### src/rtl/uart_pkg.sv
// Shared UART definitions: FSM state encoding and data-bit count, used by
// both the transmitter and the receiver.
package uart_pkg;

    localparam int DATA_BITS_N = 8;

    typedef enum logic [2:0] {
        IDLE       = 3'd0,
        START_BIT  = 3'd1,
        DATA_BITS  = 3'd2,
        PARITY_BIT = 3'd3,
        STOP_BIT   = 3'd4
    } uart_state_e;

endpackage

### src/rtl/uart_baud_cnt.sv
// Per-bit timing counter: counts 0..clock_per_bit-1 and flags the last cycle
// of each bit period. restart_i holds the count at zero.
module uart_baud_cnt #(
    parameter int clock_per_bit = 13021
) (
    input  logic clk,
    input  logic rst,
    input  logic restart_i,
    output logic bit_end_o
);

    localparam int CNT_W = $clog2(clock_per_bit);
    localparam logic [CNT_W-1:0] LAST = CNT_W'(clock_per_bit - 1);

    logic [CNT_W-1:0] cnt_q;
    logic [CNT_W-1:0] cnt_d;

    always_comb begin
        cnt_d = cnt_q + CNT_W'(1);
        if (restart_i || (cnt_q == LAST)) begin
            cnt_d = '0;
        end
    end

    always_ff @(posedge clk) begin
        if (rst) begin
            cnt_q <= '0;
        end else begin
            cnt_q <= cnt_d;
        end
    end

    assign bit_end_o = (cnt_q == LAST);

endmodule

### src/rtl/uart_tx.sv
// UART transmitter, 8N1 framing, LSB first, registered serial output.
// Define UART_TX_PARITY_EN to insert an even-parity bit before the stop bit.
module uart_tx
    import uart_pkg::*;
#(
    parameter int clock_per_bit = 13021
) (
    input  logic       clk,
    input  logic       rst,
    input  logic [7:0] data_in,
    input  logic       data_valid,
    output logic       tx_ready,
    output logic       serial_tx,
    output logic       tx_busy,
    output logic       tx_done
);

    localparam logic [2:0] LAST_IDX = 3'(DATA_BITS_N - 1);

    uart_state_e state_q, state_d;
    logic [7:0]  shreg_q, shreg_d;
    logic [2:0]  bit_idx_q, bit_idx_d;
    logic        serial_q, serial_d;
    logic        done_q, done_d;
    logic        bit_end;
    logic        baud_restart;
`ifdef UART_TX_PARITY_EN
    logic        parity_q, parity_d;
`endif

    // Counter is parked at zero while idle so the start bit gets a full period.
    assign baud_restart = (state_q == IDLE);

    uart_baud_cnt #(
        .clock_per_bit(clock_per_bit)
    ) u_baud_cnt (
        .clk      (clk),
        .rst      (rst),
        .restart_i(baud_restart),
        .bit_end_o(bit_end)
    );

    always_comb begin
        state_d   = state_q;
        shreg_d   = shreg_q;
        bit_idx_d = bit_idx_q;
        serial_d  = serial_q;
        done_d    = 1'b0;
`ifdef UART_TX_PARITY_EN
        parity_d  = parity_q;
`endif
        case (state_q)
            IDLE: begin
                serial_d = 1'b1;
                if (data_valid) begin
                    state_d   = START_BIT;
                    serial_d  = 1'b0;
                    shreg_d   = data_in;
                    bit_idx_d = '0;
`ifdef UART_TX_PARITY_EN
                    parity_d  = ^data_in;
`endif
                end
            end
            START_BIT: begin
                if (bit_end) begin
                    state_d   = DATA_BITS;
                    serial_d  = shreg_q[0];
                    bit_idx_d = '0;
                end
            end
            DATA_BITS: begin
                if (bit_end) begin
                    if (bit_idx_q == LAST_IDX) begin
`ifdef UART_TX_PARITY_EN
                        state_d  = PARITY_BIT;
                        serial_d = parity_q;
`else
                        state_d  = STOP_BIT;
                        serial_d = 1'b1;
`endif
                    end else begin
                        // Shift right so the next bit to send is always at [0].
                        shreg_d   = {1'b0, shreg_q[7:1]};
                        serial_d  = shreg_q[1];
                        bit_idx_d = bit_idx_q + 3'd1;
                    end
                end
            end
`ifdef UART_TX_PARITY_EN
            PARITY_BIT: begin
                if (bit_end) begin
                    state_d  = STOP_BIT;
                    serial_d = 1'b1;
                end
            end
`endif
            STOP_BIT: begin
                if (bit_end) begin
                    state_d  = IDLE;
                    serial_d = 1'b1;
                    done_d   = 1'b1;
                end
            end
            default: begin
                state_d  = IDLE;
                serial_d = 1'b1;
            end
        endcase
    end

    always_ff @(posedge clk) begin
        if (rst) begin
            state_q   <= IDLE;
            bit_idx_q <= '0;
            serial_q  <= 1'b1;
            done_q    <= 1'b0;
        end else begin
            state_q   <= state_d;
            bit_idx_q <= bit_idx_d;
            serial_q  <= serial_d;
            done_q    <= done_d;
        end
    end

    always_ff @(posedge clk) begin
        shreg_q <= shreg_d;
`ifdef UART_TX_PARITY_EN
        parity_q <= parity_d;
`endif
    end

    assign tx_ready  = (state_q == IDLE);
    assign tx_busy   = ~tx_ready;
    assign serial_tx = serial_q;
    assign tx_done   = done_q;

endmodule

### config.mk
export PLATFORM = sky130hd
export DESIGN_NAME = uart_tx
export DESIGN_NICKNAME = d
export VERILOG_FILES = /design/src/rtl/uart_pkg.sv /design/src/rtl/uart_baud_cnt.sv /design/src/rtl/uart_tx.sv
export SDC_FILE = /design/constraint.sdc
export NUM_CORES = 1
export LEC_CHECK = 0
export CAP_MARGIN = 10
export CELL_PAD_IN_SITES_DETAIL_PLACEMENT = 1
export CELL_PAD_IN_SITES_GLOBAL_PLACEMENT = 1
export CORE_UTILIZATION = 30
export DETAILED_ROUTE_END_ITERATION = 16
export HOLD_SLACK_MARGIN = 0.1
export PLACE_DENSITY_LB_ADDON = 0.1
export SLEW_MARGIN = 20
export SYNTH_ARGS = -nofsm -noshare
export SYNTH_HDL_FRONTEND = slang
export SYNTH_SLANG_ARGS = --single-unit
### constraint.sdc
create_clock -name clk -period 1.9 [get_ports clk]
set_input_delay 0.19 -clock clk [delete_from_list [all_inputs] [get_ports clk]]
set_output_delay 0.19 -clock clk [all_outputs]
set_load 0.1 [all_outputs]
==> metrics.md <==
| Metric | Value |
|---|---|
| Post-Syn Nets | 158 |
| Via density | 4.895 |
| Router iterations before antenna repair | 10 |
| Total grt overflow | 0 |
| Main flop type after synthesis | dfxtp_1 |
| Final worst clock skew | 0.009051 ns |
| Fmax achieved | 526.5 MHz |
| Internal Power | 987.6 uW |
| # IOs | 15 |
| CTS buffer count | 5 |
| DP HPWL | 2.315 mm |
| Antenna cells | 0 |
| Worst Max-Slew Pin Slew | 0.3577 ns |
| Syn Area/Cell | 9.992 um2 |
| Rel. slew slack | 0.7596 |
| Worst Reg-to-Reg Cells | 4 |
| Net Sw Power | 330.6 uW |
| Max-slew violation count | 0 |
| Critical Path End Type | flop |
| Area after DPL | 1780 um2 |
| Hold_sp | bit_idx_q[1]$_SDFFE_PP0P_ |
| Critical Path RT | 2.11 ns |
| Power share of the clock group | 0.376 |
| Final antenna-violating net count | 0 |
| Sequential fraction of the synthesis area | 0.4764 |
| Max Buffers Root-to-Sink | 2 |
| Dpl ws | 0.04038 ns |
| Core area | 4474 um2 |
| Final worst setup slack | 0.0008040 ns |
| PD cells | 695.4 nW/um2 |
| Sink Count | 30 |
| First-pass GRT wire length | 5.119 mm |
| Static Leakage | 0.0006696 uW |
| Register clock-pin slew on the reported worst setup and hold paths | 0.07 ns |
| Row count | 24 |
| Seq pwr share | 0.516 |
| CP Max Fanout | 2 |
| Design Area, Final | 1896 um2 |
| Ys Warns | 0 |
| Worst EP arrival | 2.11 ns |
| Largest net degree at the start of global routing | 15 |
| Die extent in y | 71.02 um |
| Initial antenna violation count | 0 |
| Max-cap check violation count | 0 |
| Layout area overhead | 32.66% |
| Netlist cell types | 40 |
| # DRC | 1 |
| DRT iter0 DRCs | 41 |
| Post-Route Setup TNS | 0 ns |
| # setup viols final | 0 |
| Ys async rst share | 0 |
| FF+latch count, synth | 30 |
| H-Tree Depth | 2 |
| Clk_lat worst skew | 0.28 ns |
| EDFF count, synth | 8 |
| Via count | 1116 |
| Tcrit/Tclk final | 0.9996 |
| Starting Density | 0.3194 |
| Fin crit period | 1.899 ns |
| Reg2reg start | u_baud_cnt.cnt_q[9]$_SDFF_PP0_ |
| Synth top area cells | dfxtp_1 31%, edfxtp_1 17%, xnor2_1 7.4% |
| R2r endpoint | bit_idx_q[0]$_SDFFE_PP0P_ |
| HP Class | flop to flop |
| I/O Buffers | 14 |
| Mapped cell area | 1429 um2 |
| Final hold slack | 0.4886 ns |
| All-Layer GR Usage | 0.1322 |
| Wire per inst | 13.77 um |
| CP Class | flop to flop |
| Most numerous cell in the Yosys netlist | dfxtp_1 |
| Final hold viol count | 0 |
| Failing checks | design-rule violations |
| Nets | 190 |
| Hold Crit Depth | 2 |
| Hold-critical path endpoint | bit_idx_q[1]$_SDFFE_PP0P_ |
| Max VDD drop | 0.0003607 V |
| Total wire length | 3.139 mm |
| Reg2reg setup slack | 0.0008 ns |
| Synth cell count leaders | 22 x dfxtp_1, 19 x nor2_1, 12 x xnor2_1 |
| RD Place Congestion | 0.7649 |
| RSZ-0062 raised after global routing | yes |
| Die area | 5043 um2 |
| Logic pwr share | 0.107 |
| Layout cells sized above 1 | 0.2955 |
| Status | finished, violations left |
| Post-synthesis cell count | 143 |
| Sw Ratio | 0.2508 |
| Startpoint types | flop |
| Vias in the first global route | 1166 |
| Area leader, netlist | dfxtp_1 |
| CTS root buffer | clkbuf_8 |
| Die X | 71.02 um |
| Yosys top cell area share | 0.3082 |
| CTS tree | done |
worst max-delay path by stage:
| stage | startpoint | endpoint | slack, ns | cells past startpoint |
|---|---|---|---|---|
| 3_3_place_gp | u_baud_cnt.cnt_q[1]$_SDFF_PP0_ | bit_idx_q[0]$_SDFFE_PP0P_ | 0.08 | 6 |
| 2_1_floorplan | state_q[1]$_SDFFE_PP0P_ | tx_busy | -0.23 | 3 |
| 5_1_grt | u_baud_cnt.cnt_q[9]$_SDFF_PP0_ | bit_idx_q[0]$_SDFFE_PP0P_ | -0.05 | 4 |
| 3_5_place_dp | u_baud_cnt.cnt_q[0]$_SDFF_PP0_ | bit_idx_q[0]$_SDFFE_PP0P_ | 0.04 | 6 |
| 6_report | u_baud_cnt.cnt_q[9]$_SDFF_PP0_ | bit_idx_q[0]$_SDFFE_PP0P_ | 0.0008 | 4 |
| 4_1_cts | u_baud_cnt.cnt_q[0]$_SDFF_PP0_ | bit_idx_q[0]$_SDFFE_PP0P_ | 0.03 | 6 |
worst max-delay path, stage by stage (launching register included):
cell	delay, ns
dfxtp_1	0.34
or3b_4	0.40
or4_4	0.42
or4_4	0.51
a31oi_1	0.17
cell usage in the layout, fill, tap and decap left out, drive strengths merged, types with 2 or more instances in the layout:
cell type	Yosys	layout
nor3	6	6
clkinv	0	2
or3b	2	2
nand4	2	2
dfxtp	22	22
buf	3	22
nor4	3	3
xnor2	12	12
clkbuf	4	5
nand2b	3	3
clkdlybuf4s50	0	10
a21oi	2	2
ha	4	4
o2bb2ai	2	2
inv	7	7
a211oi	2	2
xor2	2	2
edfxtp	8	8
nor2	19	19
mux2	7	7
nand2	6	6
nand3	8	8
nand4b	2	2
or4	2	2
o21ai	2	2
cell families (layout without fill, tap and decap cells):
kind of cell / after synthesis / in the layout / synth area share
adder cells (fa/ha/maj): 4 / 4 / 0.03503
XOR/XNOR: 14 / 14 / 0.08582
flip-flops: 30 / 30 / 0.4764
AO/OA/AOI/OAI: 15 / 15 / 0.07707
AND/OR/NAND/NOR: 59 / 59 / 0.2312
multiplexers: 7 / 7 / 0.05517
buffers and inverters: 14 / 47 / 0.03940
flip-flops by register name, summed over array words and instances, names as in the netlist:
name / flops
bit_idx_q: 3
serial_tx: 1
shreg_q: 8
state_q: 3
tx_done: 1
u_baud_cnt.cnt_q: 14
stage by stage:
step,utilization,total power (uW),std cells
2_1_floorplan,-,774.8,143
3_3_place_gp,0.3979,833.4,220
3_5_place_dp,0.3979,836.1,220
4_1_cts,0.4169,1338,228
5_1_grt,0.4237,1382,228
6_report,0.4237,1318,228
what timing repair did:
item,4_1_cts,5_1_grt
hold buffers,0,0
resized for setup,0,8
setup buffers,0,0
endpoints found under the setup margin,0,1
layer usage:
layer,vias up,global-route usage,share of wire
met4,0,0.06000,0.018
met2,14,0.2318,0.51
met3,6,0.04274,0.032
met1,526,0.1457,0.44
met5,-,0,0
li1,570,-,-
power by group through the flow:
| stage | Clock, uW | Sequential, uW | Combinational, uW |
|---|---|---|---|
| floorplan | 0 | 707 | 67.8 |
| global placement | 0 | 694 | 139 |
| detailed placement | 0 | 695 | 141 |
| CTS | 515 | 681 | 142 |
| global route | 549 | 682 | 150 |
| finish | 496 | 681 | 142 |
layout make-up:
cell class	count	area (um2)
Inverter	7	26.28
Tap cell	52	65.06
Clock inverter	3	16.27
Clock buffer	5	68.82
Multi-Input combinational cell	99	733.2
Timing Repair Buffer	32	302.8
Sequential cell	30	683.2
Fill cell	517	2579
Note: power is estimated with default switching activity, not from simulation.
